### src/rtl/ifu_pkg.sv
// Shared instruction-fetch constants: bubble encoding, reset address, fetch FSM states.
package ifu_pkg;

  localparam logic [31:0] INST_NOP       = 32'h0000_0013;
  localparam logic [31:0] IFU_RESET_ADDR = 32'h0000_0000;

  typedef enum logic [1:0] {
    IFU_IDLE = 2'd0,
    IFU_WAIT = 2'd1,
    IFU_DROP = 2'd2
  } ifu_state_t;

endpackage

### src/rtl/ifu_if.sv
// Fetch unit bundle: redirect/stall inputs, instruction-memory port and IF/ID outputs.
interface ifu_if;
  logic        jump_en_i;
  logic [31:0] jump_addr_i;
  logic        hold_i;
  logic        imem_req_o;
  logic [31:0] imem_addr_o;
  logic        imem_rvalid_i;
  logic [31:0] imem_rdata_i;
  logic [31:0] inst_o;
  logic [31:0] inst_addr_o;
  logic        inst_valid_o;

  modport master (
    input  jump_en_i, jump_addr_i, hold_i, imem_rvalid_i, imem_rdata_i,
    output imem_req_o, imem_addr_o, inst_o, inst_addr_o, inst_valid_o
  );

  modport slave (
    output jump_en_i, jump_addr_i, hold_i, imem_rvalid_i, imem_rdata_i,
    input  imem_req_o, imem_addr_o, inst_o, inst_addr_o, inst_valid_o
  );
endinterface

### src/rtl/ifu_skid.sv
// One-entry instruction+address buffer that parks a response arriving during a stall.
module ifu_skid
  import ifu_pkg::*;
#(
  parameter logic [31:0] RESET_ADDR = IFU_RESET_ADDR,
  parameter logic [31:0] NOP_INST   = INST_NOP
) (
  input  logic        clk,
  input  logic        rst,
  input  logic        load,
  input  logic        clear,
  input  logic [31:0] load_inst,
  input  logic [31:0] load_addr,
  output logic        vld,
  output logic [31:0] inst,
  output logic [31:0] addr
);

  // clear wins so a redirect always empties the buffer
  always_ff @(posedge clk) begin
    if (rst) begin
      vld  <= 1'b0;
      inst <= NOP_INST;
      addr <= RESET_ADDR;
    end else if (clear) begin
      vld <= 1'b0;
    end else if (load) begin
      vld  <= 1'b1;
      inst <= load_inst;
      addr <= load_addr;
    end
  end

endmodule

### src/rtl/ifu.sv
// Instruction fetch: PC, single-outstanding imem requests, IF/ID register with stall,
// redirect and bubble insertion. Stale responses after a redirect are dropped.
module ifu
  import ifu_pkg::*;
#(
  parameter logic [31:0] RESET_ADDR = IFU_RESET_ADDR,
  parameter logic [31:0] NOP_INST   = INST_NOP
) (
  input  logic clk,
  input  logic rst,
  ifu_if.master bus
);

  ifu_state_t  state_q, state_d;
  logic [31:0] pc_q;
  logic [31:0] req_addr_q;
  logic [31:0] inst_q;
  logic [31:0] inst_addr_q;
  logic        inst_vld_q;

  logic        rsp;
  logic        issue;
  logic        skid_vld;
  logic        skid_load;
  logic        skid_clear;
  logic [31:0] skid_inst;
  logic [31:0] skid_addr;

  // only a response to a live request counts; IDLE/DROP responses are ignored
  assign rsp = (state_q == IFU_WAIT) && bus.imem_rvalid_i;

  assign issue = !rst && !bus.hold_i && !bus.jump_en_i && !skid_vld &&
                 ((state_q == IFU_IDLE) || rsp);

  assign skid_load  = !bus.jump_en_i && bus.hold_i && rsp;
  assign skid_clear = bus.jump_en_i || (!bus.hold_i && !rsp && skid_vld);

  always_comb begin
    state_d = state_q;
    case (state_q)
      IFU_IDLE: begin
        if (issue) state_d = IFU_WAIT;
      end
      IFU_WAIT: begin
        if (bus.jump_en_i)
          state_d = bus.imem_rvalid_i ? IFU_IDLE : IFU_DROP;
        else if (bus.imem_rvalid_i)
          state_d = issue ? IFU_WAIT : IFU_IDLE;
      end
      IFU_DROP: begin
        if (bus.imem_rvalid_i) state_d = IFU_IDLE;
      end
      default: state_d = IFU_IDLE;
    endcase
  end

  always_ff @(posedge clk) begin
    if (rst) begin
      state_q     <= IFU_IDLE;
      pc_q        <= RESET_ADDR;
      req_addr_q  <= RESET_ADDR;
      inst_q      <= NOP_INST;
      inst_addr_q <= RESET_ADDR;
      inst_vld_q  <= 1'b0;
    end else begin
      state_q <= state_d;

      if (bus.jump_en_i) begin
        pc_q <= bus.jump_addr_i & ~32'h3;
      end else if (issue) begin
        pc_q       <= pc_q + 32'd4;
        req_addr_q <= pc_q;
      end

      // redirect beats stall; a stall freezes the whole IF/ID register
      if (bus.jump_en_i) begin
        inst_q     <= NOP_INST;
        inst_vld_q <= 1'b0;
      end else if (!bus.hold_i) begin
        if (rsp) begin
          inst_q      <= bus.imem_rdata_i;
          inst_addr_q <= req_addr_q;
          inst_vld_q  <= 1'b1;
        end else if (skid_vld) begin
          inst_q      <= skid_inst;
          inst_addr_q <= skid_addr;
          inst_vld_q  <= 1'b1;
        end else begin
          inst_q     <= NOP_INST;
          inst_vld_q <= 1'b0;
        end
      end
    end
  end

  ifu_skid #(
    .RESET_ADDR (RESET_ADDR),
    .NOP_INST   (NOP_INST)
  ) u_skid (
    .clk       (clk),
    .rst       (rst),
    .load      (skid_load),
    .clear     (skid_clear),
    .load_inst (bus.imem_rdata_i),
    .load_addr (req_addr_q),
    .vld       (skid_vld),
    .inst      (skid_inst),
    .addr      (skid_addr)
  );

  assign bus.imem_req_o   = issue;
  assign bus.imem_addr_o  = pc_q;
  assign bus.inst_o       = inst_q;
  assign bus.inst_addr_o  = inst_addr_q;
  assign bus.inst_valid_o = inst_vld_q;

endmodule

### src/flat_wrapper.sv
// flat-port wrapper written by rule: the top's interface ports become plain ports
module ifu_flat import ifu_pkg::*;
#(
  parameter logic [31:0] RESET_ADDR = IFU_RESET_ADDR,
  parameter logic [31:0] NOP_INST   = INST_NOP
)
  (clk, rst, bus_jump_en_i, bus_jump_addr_i, bus_hold_i, bus_imem_rvalid_i, bus_imem_rdata_i, bus_imem_req_o, bus_imem_addr_o, bus_inst_o, bus_inst_addr_o, bus_inst_valid_o);
  ifu_if bus_i ();
  input  logic clk;
  input  logic rst;
  input wire logic [$bits(bus_i.jump_en_i)-1:0] bus_jump_en_i;
  input wire logic [$bits(bus_i.jump_addr_i)-1:0] bus_jump_addr_i;
  input wire logic [$bits(bus_i.hold_i)-1:0] bus_hold_i;
  input wire logic [$bits(bus_i.imem_rvalid_i)-1:0] bus_imem_rvalid_i;
  input wire logic [$bits(bus_i.imem_rdata_i)-1:0] bus_imem_rdata_i;
  output wire logic [$bits(bus_i.imem_req_o)-1:0] bus_imem_req_o;
  output wire logic [$bits(bus_i.imem_addr_o)-1:0] bus_imem_addr_o;
  output wire logic [$bits(bus_i.inst_o)-1:0] bus_inst_o;
  output wire logic [$bits(bus_i.inst_addr_o)-1:0] bus_inst_addr_o;
  output wire logic [$bits(bus_i.inst_valid_o)-1:0] bus_inst_valid_o;
  assign bus_i.jump_en_i = bus_jump_en_i;
  assign bus_i.jump_addr_i = bus_jump_addr_i;
  assign bus_i.hold_i = bus_hold_i;
  assign bus_i.imem_rvalid_i = bus_imem_rvalid_i;
  assign bus_i.imem_rdata_i = bus_imem_rdata_i;
  assign bus_imem_req_o = bus_i.imem_req_o;
  assign bus_imem_addr_o = bus_i.imem_addr_o;
  assign bus_inst_o = bus_i.inst_o;
  assign bus_inst_addr_o = bus_i.inst_addr_o;
  assign bus_inst_valid_o = bus_i.inst_valid_o;
  ifu #(.RESET_ADDR(RESET_ADDR), .NOP_INST(NOP_INST)) u_core (.clk(clk), .rst(rst), .bus(bus_i));
endmodule
### config.mk
export PLATFORM = sky130hd
export DESIGN_NAME = ifu_flat
export DESIGN_NICKNAME = d
export VERILOG_FILES = /design/src/rtl/ifu_pkg.sv /design/src/rtl/ifu_if.sv /design/src/rtl/ifu_skid.sv /design/src/rtl/ifu.sv /design/src/flat_wrapper.sv
export SDC_FILE = /design/constraint.sdc
export NUM_CORES = 1
export LEC_CHECK = 0
export BUFFER_PORTS_ARGS = -buffer_cell sky130_fd_sc_hd__buf_2
export CAP_MARGIN = 10
export CORE_ASPECT_RATIO = 0.5
export CORE_MARGIN = 1
export CORE_UTILIZATION = 55
export DETAILED_ROUTE_END_ITERATION = 7
export HOLD_SLACK_MARGIN = 0.1
export PLACE_DENSITY = 0.8
export SYNTH_ARGS = -nofsm -noshare
export SYNTH_HDL_FRONTEND = slang
export SYNTH_SLANG_ARGS = --single-unit
### constraint.sdc
create_clock -name clk -period 2.59 [get_ports clk]
set_input_delay 0.1295 -clock clk [delete_from_list [all_inputs] [get_ports clk]]
set_output_delay 0.1295 -clock clk [all_outputs]
set_load 0.03 [all_outputs]
* Word level (Yosys, flattened, before mapping) *
Index checks and enable logic that the tools add are counted.

cells by class
  add/sub/neg operators = 1
  equal/unequal tests = 5
  muxes and demuxes = 15
  bitwise logic cells = 3
  reductions and logical operators = 25

operators with widths
  kind                                                    count
  two-way mux 32 bit                                      6
  adder 32 x 3 -> 32 bit (second input constant)          1
  two-way mux 2 bit                                       5
  logical AND 1 bit                                       9
  one-hot mux 2 bit (3 select lines)                      1
  AND reduction 3 bit                                     2
  logical NOT 1 bit                                       5
  AND reduction 2 bit                                     2
  nonzero test 2 bit                                      2
  OR reduction 2 bit                                      2
  two-way mux 1 bit                                       3
  inequality test 3 bit (second input constant)           1
  inverter 1 bit                                          3
  == test 2 x 1 -> 1 bit (second input constant)          1
  == test 2 bit (second input constant)                   1
  logical NOT 2 bit                                       1
  logical OR 1 bit                                        2
  inequality test 2 x 1 -> 1 bit (second input constant)  1
  inequality test 2 bit (second input constant)           1

word-level totals
  register bits = 196
  input bits = 69
  output and inout port bits = 98
  logic and storage cells = 59

* Longest topological paths before layout *
Gate-level depths: netlist of the first run.

  depth after elaboration = 9
  gate-level depth with buffers = 9
  mapped depth without buffers = 6

* Cells and area by module *
A second synthesis of the first run with hierarchy kept.

unflattened totals
  cell total of the unflattened synthesis = 1050
  area, all modules = 9103.7 um^2

by module, submodules not included
  module    times used  cells each  area each (um^2)  sequential area each (um^2)
  ifu       1           757         5891.9            2542.4
  ifu_skid  1           293         3211.8            1301.2

* Worst setup path before layout of the first run *
OpenSTA, ideal clock, no wires.

  path kind = reg2reg
  from = reg u_core.pc_q[5], in the netlist u_core.bus.imem_addr_o[5]
  to = reg u_core.pc_q[16], in the netlist u_core.bus.imem_addr_o[16]
  library setup time = 0.074 ns
  arrival = 2.044 ns
  required time = 2.516 ns
  path slack = 0.472 ns
  cell stages (with the launch flop) = 7
  path buffers = 1
  clock period less this slack = 2.118 ns
  path through = dfxtp_1 > clkbuf_2 > nand4_1 > nor3_2 > nand2_1 > or3_1 > a31oi_1

on the way
  longest elaborated chain between the ends = 3

ends and longest elaborated chain
  what                    line       RTL
  from (decl)             ifu.sv:15  logic [31:0] pc_q;
  from (signal assigned)  ifu.sv:69  pc_q <= bus.jump_addr_i & ~32'h3;
  from (signal assigned)  ifu.sv:71  pc_q <= pc_q + 32'd4;
  adder 32 x 3 -> 32 bit  ifu.sv:71
  two-way mux 32 bit      ifu.sv:70  end else if (issue) begin
  two-way mux 32 bit      ifu.sv:68  if (bus.jump_en_i) begin

Every way passes these cells. The select of a mux whose other input is x is not followed.
A chain may end at the register's enable or synchronous reset.

* Worst setup path in the final report of the first run *
  from = in bus_jump_en_i
  to = out bus_imem_req_o

on the way
  longest elaborated chain between the ends = 4

ends and longest elaborated chain
  what                            line                RTL
  from (decl)                     flat_wrapper.sv:11  input wire logic [$bits(bus_i.jump_en_i)-1:0] bus_jump_en_i;
  logical NOT 1 bit               ifu.sv:32           assign issue = !rst && !bus.hold_i && !bus.jump_en_i && !skid_vld &&
  logical AND 1 bit (3 in a row)  ifu.sv:32
  to (decl)                       flat_wrapper.sv:16  output wire logic [$bits(bus_i.imem_req_o)-1:0] bus_imem_req_o;

Every way passes these cells.

==> out/results.md, run 1 <==
| Group | Parameter | This run |
|:---|:---|:---|
| power and ir drop | Leak Pwr | 3.66 nW |
| clock network | TritonCTS clock tree | built |
| timing | Post-route worst hold slack | 0.212 ns |
| yosys | Share of the synthesized area in the top cell type | 47.2% |
| finish | N_diodes | 0 |
| placement | Last weighted congestion value of the routability-driven placer | 0.893 |
| global route | Largest net degree at the start of global routing | 117 |
| timing | Maximum clock rate | 393 MHz |
| setup path | Slowest cell on the critical path | sky130_fd_sc_hd__or4_4 |
| floorplan | Floorplan core area | 0.0139 sq mm |
| yosys | Average size of a mapped cell | 7.66 sq um |
| yosys | Ranking of synthesized cells by area | sky130_fd_sc_hd__dfxtp_1, sky130_fd_sc_hd__nand2_1, sky130_fd_sc_hd__a21oi_1 |
| setup path | Cell Chain, Critical Path | dlygate4sd3_1 -> buf_2 -> or3_1 -> or4_4 -> clkinv_4 -> buf_4 -> buf_2 |
| power and ir drop | Gate power share | 8.7% |
| route | Number of antenna-violating nets in the routed design | 0 |
| setup path | R2R setup slack | 0.22 ns |
| finish | Net count, final | 1290 |
| global route | Vias in the first global route | 7375 |
| yosys | Count leader, synth | sky130_fd_sc_hd__nand2_1 |
| yosys | Share of synthesized area occupied by flip-flops and latches | 47.2% |
| floorplan | Die boundary width | 172 microns |
| finish | Final cell area excluding filler cells | 0.0100 sq mm |
| yosys | Area of the mapped netlist | 0.00798 sq mm |
| route | Number of remaining DRC errors | 0 |
| finish | Share of final-layout standard cells stronger than drive strength 1 | 18.7% |
| yosys | FFs w/ async S/R, synth | 0% |
| setup path | Required time of the critical path | 2.46 ns |
| clock network | Clock buffers created by TritonCTS | 17 |
| setup path | Arrival time at the worst endpoint | 2.41 ns |
| timing | Worst-Margin Slew | 1.17 ns |
| timing | Setup-violating endpoint count in the final report | 0 |
| setup path | Element type at the critical path start | input port |
| timing | Final setup slack of the worst path | 0.0478 ns |
| yosys | Ranking of synthesized cells by instance count | sky130_fd_sc_hd__nand2_1, sky130_fd_sc_hd__dfxtp_1, sky130_fd_sc_hd__a21oi_1 |
| yosys | Number of cells produced by synthesis | 1042 |
| power and ir drop | Sequential Power Share | 49.3% |
| route | Detail-routed via count per cell | 5.67 |
| power and ir drop | Clock group share of total power | 41.9% |
| power and ir drop | Cell area power density | 607 mW/mm^2 |
| clock network | CTS sink count | 188 |
| setup path | Most numerous cell on the critical path | sky130_fd_sc_hd__buf_2 |
| setup path | Number of buffer and inverter stages on the critical path | 5 |
| yosys | Ys flop type | sky130_fd_sc_hd__dfxtp_1 |
| flow run | Max capacitance violation total | 0 |
| power and ir drop | Post-route total power | 6.10 mW |
| power and ir drop | Net switching power figure | 1.58 mW |
| timing | Clock Skews | 0.0125 ns |
| global route | Overflow after GRT | 0 |
| outcome | Status | finished clean |
| global route | First-pass GRT wire length | 35400 microns |
| setup path | Family of cells with the greatest summed delay on the critical path | buffers and inverters |
| finish | Layout overhead on the synthesized area | 25.9% |
| route | Iter 0 DRT Violations | 721 |
| setup path | Critical Path End Type | output port |
| timing | Share of the cycle needed by the critical path after routing | 98.2% |
| yosys | #FFs+latches synth | 188 |
| power and ir drop | Cell-internal power | 4.53 mW |
| global route | Antenna violations before repair | 1 |
| floorplan | Die height | 87.2 microns |
| finish | Fill cells | 1087 |
| timing | Setup repair after global routing missed its margin | false |
| floorplan | Number of top-level design ports | 167 |
| placement | Half-perimeter wire length after detailed placement | 13200 microns |
| clock network | Skew-Pair Late Insertion Delay | 0.42 ns |
| global route | GR Util All Layers | 29.4% |
| timing | Worst slew margin relative to its limit | 21.7% |
| placement | Placed Instance Area | 0.00880 sq mm |
| clock network | Worst-path clk slew | 0.08 ns |
| setup path | Classification of the worst setup path | in2out |
| placement | Post-place setup slack | 0.197 ns |
| setup path | Delay contributed by the slowest stage of the critical path | 0.61 ns |
| timing | Shortest period the worst path allows | 2.54 ns |
| placement | Number of buffer cells added on primary ports | 160 |
| route | Routed wire per std cell | 15.1 microns |
| floorplan | Area enclosed by the die boundary | 0.0150 sq mm |
| clock network | Clock tree buffer depth | 2 |
| yosys | Number of synthesized flops with an enable pin | 0 |
| timing | Final Slew Violations | 0 |
| min path | Min-Delay Path Class | in2reg |
| clock network | Maximum level of the CTS H-tree | 4 |
| yosys | Total number of yosys warnings | 0 |
| floorplan | Effective utilization at floorplan | 57.6% |
| yosys | Unique cell type count in the Yosys netlist | 51 |
| timing | Final Hold Vio Count | 0 |
| power and ir drop | Switching power share of the total | 25.9% |
| route | Number of iterations in the first detailed-routing pass | 7 |
| route | Total Routed Length | 21500 microns |
| setup path | Critical path fanouts, max | 16 |
| power and ir drop | Peak supply drop | 550 uV |
| floorplan | Row cnt | 30 |
| clock network | Root buf cell | sky130_fd_sc_hd__clkbuf_16 |
| route | Via total after detailed routing | 8086 |
| yosys | Yosys top cell by area | sky130_fd_sc_hd__dfxtp_1 |
| timing | Final total negative setup slack | 0 ns |
-- per-layer routing --
layer	track usage (%)	wire, microns
met4	9.01	344
met1	38.2	9370
met2	49.9	10200
met3	5.32	1530
met5	0	10
-- repair_timing --
item | CTS | global route
hold endpoints to repair | 94 | 0
resized for setup | 1 | 0
hold buffers | 65 | 0
setup endpoints to repair | 1 | 1
gates cloned | 0 | 0
pin swaps | 0 | 1
buffers inserted | 0 | 2
-- layout by cell type (no fill, tap or decap), types with 7 or more instances in the layout --
| master | instances |
|---|---|
| sky130_fd_sc_hd__o21ai_0 | 10 |
| sky130_fd_sc_hd__nor2_1 | 55 |
| sky130_fd_sc_hd__a21o_1 | 31 |
| sky130_fd_sc_hd__dfxtp_1 | 188 |
| sky130_fd_sc_hd__o22ai_1 | 7 |
| sky130_fd_sc_hd__nand3_1 | 35 |
| sky130_fd_sc_hd__nand2_1 | 326 |
| sky130_fd_sc_hd__buf_4 | 23 |
| sky130_fd_sc_hd__dlygate4sd3_1 | 65 |
| sky130_fd_sc_hd__a31oi_1 | 15 |
| sky130_fd_sc_hd__clkbuf_16 | 17 |
| sky130_fd_sc_hd__a21oi_1 | 137 |
| sky130_fd_sc_hd__buf_2 | 159 |
| sky130_fd_sc_hd__a22oi_1 | 8 |
| sky130_fd_sc_hd__a311oi_1 | 30 |
| sky130_fd_sc_hd__nor3_1 | 10 |
| sky130_fd_sc_hd__nand4_1 | 17 |
-- power groups by stage --
| stage | Sequential, mW | Combinational [mW] | Clock [mW] |
|---|---|---|---|
| global route | 3.02 | 0.574 | 2.71 |
| global placement | 3.07 | 0.439 | 0 |
| detailed placement | 3.08 | 0.446 | 0 |
| finish | 3.01 | 0.533 | 2.56 |
| floorplan | 3.13 | 0.235 | 0 |
| CTS | 3.01 | 0.523 | 2.58 |
-- flip-flops by register name, indices dropped and copies added, names as in the netlist --
| register | count |
|---|---|
| u_core.bus.inst_valid_o | 1 |
| u_core.u_skid.addr | 30 |
| u_core.bus.imem_addr_o | 30 |
| u_core.bus.inst_o | 32 |
| u_core.bus.inst_addr_o | 30 |
| u_core.state_q | 2 |
| u_core.req_addr_q | 30 |
| u_core.u_skid.vld | 1 |
| u_core.u_skid.inst | 32 |
-- cell families after synthesis --
kind of cell	synth area share, %
and+or+nand+nor	26.7
AOI/OAI and AO/OA	19.4
DFF	47.2
buffers and inverters	5.17
xor gates and xnor gates	0.878
muxes	0.517
adders and majority gates	0.157
other	0.0470
-- final timing paths --
path	from	to	depth (start not counted)
min	bus_hold_i	u_core.bus.inst_o[7]$_SDFFE_PP0N_	4
min reg2reg	u_core.u_skid.inst[29]$_SDFFE_PP0P_	u_core.u_skid.inst[29]$_SDFFE_PP0P_	2
max	bus_jump_en_i	bus_imem_req_o	7
max reg2reg	u_core.state_q[1]$_SDFFE_PP0P_	u_core.bus.imem_addr_o[25]$_SDFFE_PP0P_	5
-- layout make-up --
type	instances	area (sq um)	share of cell area [%]
multi-input cells	762	3830	38.1
repair buffers	247	1620	16.1
clock inverters	13	135	1.34
inverters	4	20.0	0.199
well taps	192	240	2.39
clock buffers	19	443	4.41
flip-flops and latches	188	3760	37.5
-- worst min-delay path: cells and delay by family --
kind                   cells  cell delay [ns]
buffers and inverters      2             0.32
AOI/OAI and AO/OA          1             0.05
and+or+nand+nor            1             0.08
-- stage by stage --
stage	utilization [%]	cells
after floorplan	-	1045
after global placement	63.6	1326
after detailed placement	63.6	1326
after CTS	72.4	1423
after global routing	72.6	1425
final	72.6	1425
No activity file was read; power rests on OpenSTA's default activity.
==> inputs of run 2 (changes only) <==
Clock period 2.59 ns to 2.35 ns, I/O delays scaled along.
==> run 2 against run 1 <==
  * Critical path type is now in2reg
  * Largest power group unchanged
  * Die area unchanged
  * Combinational power grew 13%
  * Flip-flop and latch count did not move
  * Register-to-register slack got worse by 0.13 ns
  * Worst setup slack improved by 0.025 ns
  * Cell count up 0.28%
==> out/results.md, run 2 (synthesized netlist as in run 1, its figures left out) <==
| Group | Parameter | This run |
|:---|:---|:---|
| outcome | Status | finished clean |
| finish | N_diodes | 0 |
| min path | Critical hold path startpoint | bus_hold_i |
| global route | Global-route track usage on met2 | 50.7% |
| setup path | Critical path fanouts, max | 8 |
| clock network | Worst-path clk slew | 0.07 ns |
| route | Via total after detailed routing | 8066 |
| setup path | Critical Path End Type | flip-flop |
| setup path | R2R setup slack | 0.09 ns |
| min path | End point of the most critical hold path | u_core.bus.inst_o[19]$_SDFFE_PP0N_ |
| setup path | Endpoint of the worst register-to-register path | u_core.bus.imem_addr_o[25]$_SDFFE_PP0P_ |
| global route | Overflow after GRT | 0 |
| placement | Last weighted congestion value of the routability-driven placer | 0.868 |
| placement | Half-perimeter wire length after detailed placement | 13300 microns |
| floorplan | Die height | 87.2 microns |
| floorplan | Effective utilization at floorplan | 57.6% |
| route | Number of antenna-violating nets in the routed design | 0 |
| global route | GR Util All Layers | 29.4% |
| power and ir drop | Switching power share of the total | 26.8% |
| flow run | Max capacitance violation total | 0 |
| finish | Post-layout instance count excluding filler cells | 1429 |
| placement | Post-place setup slack | 0.0521 ns |
| global route | Grt peak-use layer | met2 |
| clock network | Clock tree buffer depth | 2 |
| setup path | Arrival time at the worst endpoint | 2.62 ns |
| finish | Share of final-layout standard cells stronger than drive strength 1 | 19.0% |
| floorplan | Floorplan core area | 0.0139 sq mm |
| setup path | Required time of the critical path | 2.70 ns |
| finish | Final cell utilization of the core | 72.9% |
| route | Routed wire per std cell | 15.1 microns |
| finish | Net count, final | 1294 |
| timing | Setup-violating endpoint count in the final report | 0 |
| power and ir drop | Cell area power density | 659 mW/mm^2 |
| global route | Antenna violations before repair | 0 |
| global route | Routing usage on met3 | 5.54% |
| floorplan | Die boundary width | 172 microns |
| clock network | Skew-Pair Late Insertion Delay | 0.43 ns |
| placement | Placed Instances | 1332 |
| global route | First-pass GRT wire length | 35300 microns |
| clock network | Clock buffers created by TritonCTS | 17 |
| min path | Min-Delay Path Class | in2reg |
| clock network | Maximum level of the CTS H-tree | 4 |
| power and ir drop | Cell-internal power | 4.87 mW |
| min path | Hold Path Cell Cnt | 4 |
| power and ir drop | Clock group share of total power | 41.1% |
| setup path | FF-to-FF Start | u_core.state_q[1]$_SDFFE_PP0P_ |
| power and ir drop | Leak Pwr | 3.68 nW |
| timing | Worst slew margin relative to its limit | 23.5% |
| route | Number of remaining DRC errors | 0 |
| timing | Final Slew Violations | 0 |
| timing | Worst-Margin Slew | 1.15 ns |
| timing | Setup repair after global routing missed its margin | false |
| setup path | Classification of the worst setup path | in2reg |
| floorplan | Row cnt | 30 |
| timing | Final setup slack of the worst path | 0.0726 ns |
| finish | Layout overhead on the synthesized area | 26.5% |
| route | Iter 0 DRT Violations | 752 |
| timing | Maximum clock rate | 439 MHz |
| global route | Met1 layer usage reported by global route | 36.7% |
| clock network | CTS sink count | 188 |
| timing | Share of the cycle needed by the critical path after routing | 96.9% |
| timing | Clock Skews | 0.0153 ns |
| placement | Number of buffer cells added on primary ports | 160 |
| route | Number of iterations in the first detailed-routing pass | 5 |
| global route | Largest net degree at the start of global routing | 112 |
| power and ir drop | Net switching power figure | 1.78 mW |
| power and ir drop | Gate power share | 9.0% |
| finish | Commonest cells after routing, fill and taps aside | sky130_fd_sc_hd__nand2_1, sky130_fd_sc_hd__dfxtp_1, sky130_fd_sc_hd__buf_2 |
| power and ir drop | Sequential Power Share | 49.8% |
| route | Detail-routed via count per cell | 5.64 |
| route | Total Routed Length | 21500 microns |
| floorplan | Number of top-level design ports | 167 |
| finish | Fill cells | 1075 |
| clock network | TritonCTS clock tree | built |
| timing | Shortest period the worst path allows | 2.28 ns |
| clock network | Root buf cell | sky130_fd_sc_hd__clkbuf_16 |
| setup path | Element type at the critical path start | input port |
| setup path | Start point of the critical path | rst |
| timing | Final total negative setup slack | 0 ns |
| power and ir drop | Peak supply drop | 506 uV |
| global route | Vias in the first global route | 7430 |
| floorplan | Area enclosed by the die boundary | 0.0150 sq mm |
| setup path | Cell count of the worst reg-to-reg path | 5 |
| timing | Final Hold Vio Count | 0 |
| finish | Leading cell type in the layout, fill and taps excluded | sky130_fd_sc_hd__nand2_1 |
## run 2: timing repair
item,CTS,global route
gates resized for setup,3,2
gates cloned,0,0
hold buffers,65,0
setup buffers,1,0
hold endpoints to repair,95,0
endpoints found under the setup margin,2,1
pin swaps,1,0
## run 2: routing by layer
metal	vias up	wire length (microns)
li1	3929	-
met1	3782	9220
met2	299	10400
met3	56	1380
met4	0	539
met5	-	0
## run 2: how the worst max path moves through the flow
stage                                              end  cells after the start
2_1_floorplan  u_core.bus.imem_addr_o[16]$_SDFFE_PP0P_                      6
3_3_place_gp    u_core.bus.imem_addr_o[2]$_SDFFE_PP0P_                      6
3_5_place_dp   u_core.bus.imem_addr_o[16]$_SDFFE_PP0P_                      6
4_1_cts        u_core.bus.imem_addr_o[22]$_SDFFE_PP0P_                      8
5_1_grt        u_core.bus.imem_addr_o[22]$_SDFFE_PP0P_                      8
6_report       u_core.bus.imem_addr_o[25]$_SDFFE_PP0P_                      7
## run 2: metrics by stage
stage / area, sq um / hold slack (ns) / total power, mW
floorplan: 7990 / 0.194 / 3.71
global placement: 8860 / 0.341 / 3.88
detailed placement: 8860 / 0.350 / 3.89
CTS: 10100 / 0.233 / 6.68
global route: 10100 / 0.245 / 6.89
finish: 10100 / 0.250 / 6.65
## run 2: critical path, stage by stage
cell	delay (ns)
sky130_fd_sc_hd__dlygate4sd3_1	0.55
sky130_fd_sc_hd__buf_4	0.15
sky130_fd_sc_hd__or3_1	0.36
sky130_fd_sc_hd__or4_4	0.59
sky130_fd_sc_hd__buf_4	0.20
sky130_fd_sc_hd__or4_1	0.50
sky130_fd_sc_hd__a31oi_1	0.16
## run 2: cell type report
cell class | count | area [sq um] | share of cell area [%]
Sequential cell | 188 | 3760 | 37.3
Multi-Input combinational cell | 762 | 3830 | 37.9
Tap cell | 192 | 240 | 2.38
Timing Repair Buffer | 251 | 1670 | 16.5
Inverter | 4 | 27.5 | 0.273
Clock buffer | 17 | 425 | 4.21
Clock inverter | 15 | 141 | 1.40
## run 2: power groups by stage
stage               clock, mW  combinational [mW]  sequential, mW
CTS                      2.78               0.591            3.31
finish                   2.74               0.601            3.31
detailed placement          0               0.503            3.39
global placement            0               0.495            3.38
floorplan                   0               0.259            3.45
global route             2.92               0.644            3.32
